## src/rtl/fetch_sequencer.sv

```systemverilog
// PC sequencing and instruction fetch controller: boots to RESET_VECTOR,
// fetches over a req/ack handshake, waits for execute to retire, then advances.
module fetch_sequencer #(
  parameter logic [31:0] RESET_VECTOR = 32'h0000_0000,
  parameter int unsigned MAX_WAIT     = 16
) (
  input  logic        clk,
  input  logic        rst,
  input  logic [31:0] PC,
  output logic [31:0] PC_NEXT,
  output logic        imem_req,
  output logic [31:0] imem_addr,
  input  logic        imem_ack,
  input  logic [31:0] imem_rdata,
  output logic [31:0] instr,
  output logic        instr_valid,
  input  logic        exec_done,
  input  logic        branch_taken,
  input  logic [31:0] branch_target,
  output logic        fault
);

  typedef enum logic [1:0] {BOOT, FETCH, EXEC, FAULT} state_t;

  localparam logic [7:0] WAIT_LAST = 8'(MAX_WAIT - 1);

  state_t     state, state_next;
  logic [7:0] wait_cnt;

  always_ff @(posedge clk or posedge rst) begin
    if (rst) begin
      state       <= BOOT;
      wait_cnt    <= '0;
      instr       <= '0;
      instr_valid <= 1'b0;
    end else begin
      state       <= state_next;
      // Flag marks only the first EXEC cycle after a completed fetch.
      instr_valid <= (state == FETCH) && imem_ack;
      if (state == FETCH) begin
        if (imem_ack) begin
          instr    <= imem_rdata;
          wait_cnt <= '0;
        end else if (wait_cnt != WAIT_LAST) begin
          wait_cnt <= wait_cnt + 8'd1;
        end
      end
    end
  end

  always_comb begin
    state_next = state;
    PC_NEXT    = PC;
    case (state)
      BOOT: begin
        PC_NEXT    = RESET_VECTOR;
        state_next = FETCH;
      end
      FETCH: begin
        if (imem_ack)                   state_next = EXEC;
        else if (wait_cnt == WAIT_LAST) state_next = FAULT;
      end
      EXEC: begin
        if (exec_done) begin
          if (!branch_taken) begin
            PC_NEXT    = PC + 32'd4;
            state_next = FETCH;
          end else if (branch_target[1:0] == 2'b00) begin
            PC_NEXT    = branch_target;
            state_next = FETCH;
          end else begin
            state_next = FAULT;
          end
        end
      end
      FAULT: state_next = FAULT;
      default: state_next = BOOT;
    endcase
  end

  assign imem_req  = (state == FETCH);
  assign imem_addr = PC;
  assign fault     = (state == FAULT);

endmodule

```

## config.mk

```make
export PLATFORM = sky130hd
export DESIGN_NAME = fetch_sequencer
export DESIGN_NICKNAME = d
export VERILOG_FILES = /design/src/rtl/fetch_sequencer.sv
export SDC_FILE = /design/constraint.sdc
export NUM_CORES = 1
export LEC_CHECK = 0
export CAP_MARGIN = 15
export CORE_ASPECT_RATIO = 0.8
export CORE_UTILIZATION = 30
export DETAILED_ROUTE_END_ITERATION = 6
export PLACE_DENSITY = 0.69
export SLEW_MARGIN = 20
export SYNTH_ARGS = -nofsm -noshare
export SYNTH_HDL_FRONTEND = slang
export SYNTH_SLANG_ARGS = --single-unit
```

## constraint.sdc

```tcl
create_clock -name clk -period 2.8 [get_ports clk]
set_clock_uncertainty 0.05 [all_clocks]
set_input_delay 0.56 -clock clk [delete_from_list [all_inputs] [get_ports clk]]
set_output_delay 0.56 -clock clk [all_outputs]
set_load 0.005 [all_outputs]
```

==> flow_metrics.py <==
metrics = {
    "timing": {
        "finalCriticalPeriod_ps": 2808,
        "fin_ws_ps": -7.825,
        "slew_headroom_pct": 57.58,
        "rsz0062_at_grt": "true",
        "fmax_mhz": 356.1,
        "setup-violations-final": 1,
        "worstMarginPinSlew_ps": 633.5,
        "timing.final.crit_share_pct": 100.3,
        "hold_viol_final": 0,
        "drv_slew": 0,
    },
    "run_status": {
        "violations": "negative setup slack",
        "status": "finished, violations left",
    },
    "route": {
        "drtAntennaViolNets": 0,
        "drc": 0,
        "wl_per_cell_um": 16.21,
        "vias": 4768,
        "drt_pass1_iterations": 4,
        "vias_per_cell": 5.116,
        "drtIter0Drc": 232,
        "wl_mm": 15.11,
    },
    "die": {
        "rows": 34,
        "die_height_um": 98.45,
        "io_pins": 200,
        "fp.dieW_um": 122.6,
        "fp.coreArea_mm2": 0.01110,
        "start_util_pct": 31.42,
        "die_area_mm2": 0.01207,
    },
    "clocking": {
        "hold_buffers": 0,
        "ctsRootBufferMaster": "clkbuf_16",
        "cts.htree.levels": 2,
        "cts.reportedPaths.clkPinSlew_ps": 50,
        "cts_tree": "done",
        "cts_buffer_depth": 2,
        "cts_sinks": 43,
        "insertion_delay_ps": 280,
        "numCtsBuffers": 5,
    },
    "grt": {
        "grt_max_degree": 44,
        "grt_overflow": 0,
        "antenna_found_initial": 1,
        "grt_first_pass_wirelength_mm": 23.47,
        "grt_pass1_vias": 4675,
        "grt.total_usage_pct": 24.36,
    },
    "yosys": {
        "synth_nets": 603,
        "synth.cell_area_mm2": 0.003488,
        "synthDistinctLibCells": 58,
        "ys_ff_latch": 43,
        "ys_warn_count": 0,
        "synth_edf_count": 0,
        "async_reset_ff_share_pct": 100.0,
        "ys_seq_area_share_pct": 30.85,
        "synth_cells": 500,
        "synthFlopType": "dfrtp_1",
        "syn_avg_cell_area_um2": 6.977,
    },
    "place": {
        "portBuffers": 199,
        "gp_congestion": 0.9018,
        "pre_cts_slack_ps": -782.5,
        "hpwl_mm": 11.02,
    },
    "critical_path": {
        "worstSetupStartpointType": "input port",
        "cpMaxStageDelayCell": "or4_4",
        "rr_worst_depth": 6,
        "cp.required_ps": 2190,
        "critPathCaptureType": "primary output",
        "worstPathArrival_ps": 2200,
        "critPathKind": "input port to primary output",
        "path_cells": "buf_8 > nand4_4 > or4_4 > or3_4 > o21ai_2 > o2bb2ai_2 > buf_2",
        "slowest_delay_ps": 610,
        "crit_fanout": 4,
        "worst-path-buf-inv": 2,
        "critical_path.top_delay_family": "simple AND/OR/NAND/NOR gates",
        "crit_cells": 7,
    },
    "power": {
        "irDropWorstVdd_mv": 0.2956,
        "power.density_mw_per_mm2": 331.2,
        "leakage_uw": 0.003108,
        "fin_total_pwr_uw": 2251,
    },
    "finish": {
        "most-common-layout-cells": "156 x nand2_1, 140 x clkdlybuf4s50_1, 122 x buf_4",
        "multi_input_area_mm2": 0.002340,
        "regArea_mm2": 0.001076,
        "fin_util_pct": 61.21,
        "nFillCells": 983,
        "finalNetCount": 891,
        "drive_above_1_share_pct": 29.61,
        "area_delta_synth_final_pct": 94.84,
        "layout_commonest_cell": "nand2_1",
    },
    "min_path": {
        "hold_path_class": "register to register",
        "hold_path_depth": 2,
    },
    "run": {
        "cap_violations": 0,
    },
}
## final timing paths
kind	from	end	slack [ps]
min in group asynchronous	rst	instr[12]$_DFFE_PP0P_	690
max reg2reg	state[1]$_DFFE_PP0P_	state[0]$_DFFE_PP0P_	470
min reg2reg	instr[12]$_DFFE_PP0P_	instr[12]$_DFFE_PP0P_	420
max in group asynchronous	rst	instr[30]$_DFFE_PP0P_	1620
min	instr[12]$_DFFE_PP0P_	instr[12]$_DFFE_PP0P_	420
max	PC[14]	PC_NEXT[22]	-8
## worst reg2reg max path: stages, from the launching register on
cell and delay (ps):
dfrtp_1 600, buf_4 250, nand2b_1 180, inv_1 120
nand2_1 150, clkinvlp_4 510, a21oi_1 370
## final cells by class
cell class                 instances  area share, %
multi-input combinational        385          34.43
timing repair buffer             338          44.27
tap                              144          2.651
sequential                        43          15.83
clock buffer                       6          1.896
antenna                            1        0.03682
inverter                          15         0.8837
## cells in the mapped netlist, types with 2 or more instances
cell	number	area share, %
nand2_1	160	17
dfrtp_1	43	31
buf_4	32	6.9
a21oi_1	31	4.4
o21ai_0	31	4.4
nor2_1	24	2.6
clkbuf_1	23	2.5
inv_1	14	1.5
nand3_1	14	2.0
a31oi_1	10	1.8
nor3_1	10	1.4
o22ai_1	7	1.3
nand4_1	6	1.1
o2bb2ai_1	6	1.5
a22o_1	5	1.3
a22oi_1	5	1.1
nand2b_1	5	0.90
or2_2	5	0.90
mux2i_1	4	1.1
nand4b_1	4	1.0
a21boi_0	3	0.65
nor3b_1	3	0.65
nor4_2	3	1.1
o211ai_1	3	0.65
or4_1	3	0.65
xor2_1	3	0.75
a2111oi_0	2	0.50
a21o_1	2	0.43
and2_1	2	0.36
and3_1	2	0.36
and4_1	2	0.50
buf_2	2	0.29
ha_1	2	0.72
o21ai_1	2	0.29
o31ai_1	2	0.43
o41ai_1	2	0.50
or3_1	2	0.36
## stage by stage
step / cells / TNS, ps / hold WS (ps) / cell area, um2
2_1_floorplan: 500 / 0 / 388.1 / 3488
3_3_place_gp: 891 / -19660 / 407.1 / 6125
3_5_place_dp: 891 / -20550 / 411.1 / 6125
4_1_cts: 923 / 0 / 425.2 / 6581
5_1_grt: 932 / -197.3 / 452.1 / 6797
6_report: 932 / -7.825 / 420.0 / 6797
## registers in the layout, indices dropped and copies added, names as in the netlist
register / flops
instr_valid: 1
instr: 32
wait_cnt: 8
state: 2
## power breakdown
| part | internal [uW] | switching [uW] |
|---|---|---|
| Clock | 320 | 209 |
| Combinational | 541 | 346 |
| Sequential | 753 | 81.4 |
| Total | 1610 | 637 |
## kinds of logic after synthesis
family / synth area share [%]
multiplexers: 1.148
AO/OA/AOI/OAI: 21.74
adder cells (fa/ha/maj): 0.7172
XOR/XNOR: 1.004
AND/OR/NAND/NOR: 33.29
buffers and inverters: 11.26
flip-flops: 30.85
## layer usage
layer | vias up | GRT usage [%] | share of wire, %
li1 | 2287 | - | -
met1 | 2271 | 32.93 | 43
met3 | 27 | 2.951 | 6.5
met5 | - | 0 | 0
met2 | 183 | 40.71 | 49
met4 | 0 | 6.754 | 2.0
## timing repair
action | CTS | global route
setup endpoints to repair | 32 | 34
resized for setup | 195 | 71
gates cloned | 0 | 2
setup buffers | 26 | 6
endpoints found under the hold margin | 0 | 0
pin swaps | 23 | 27
Power figures use the tool's default switching activity.
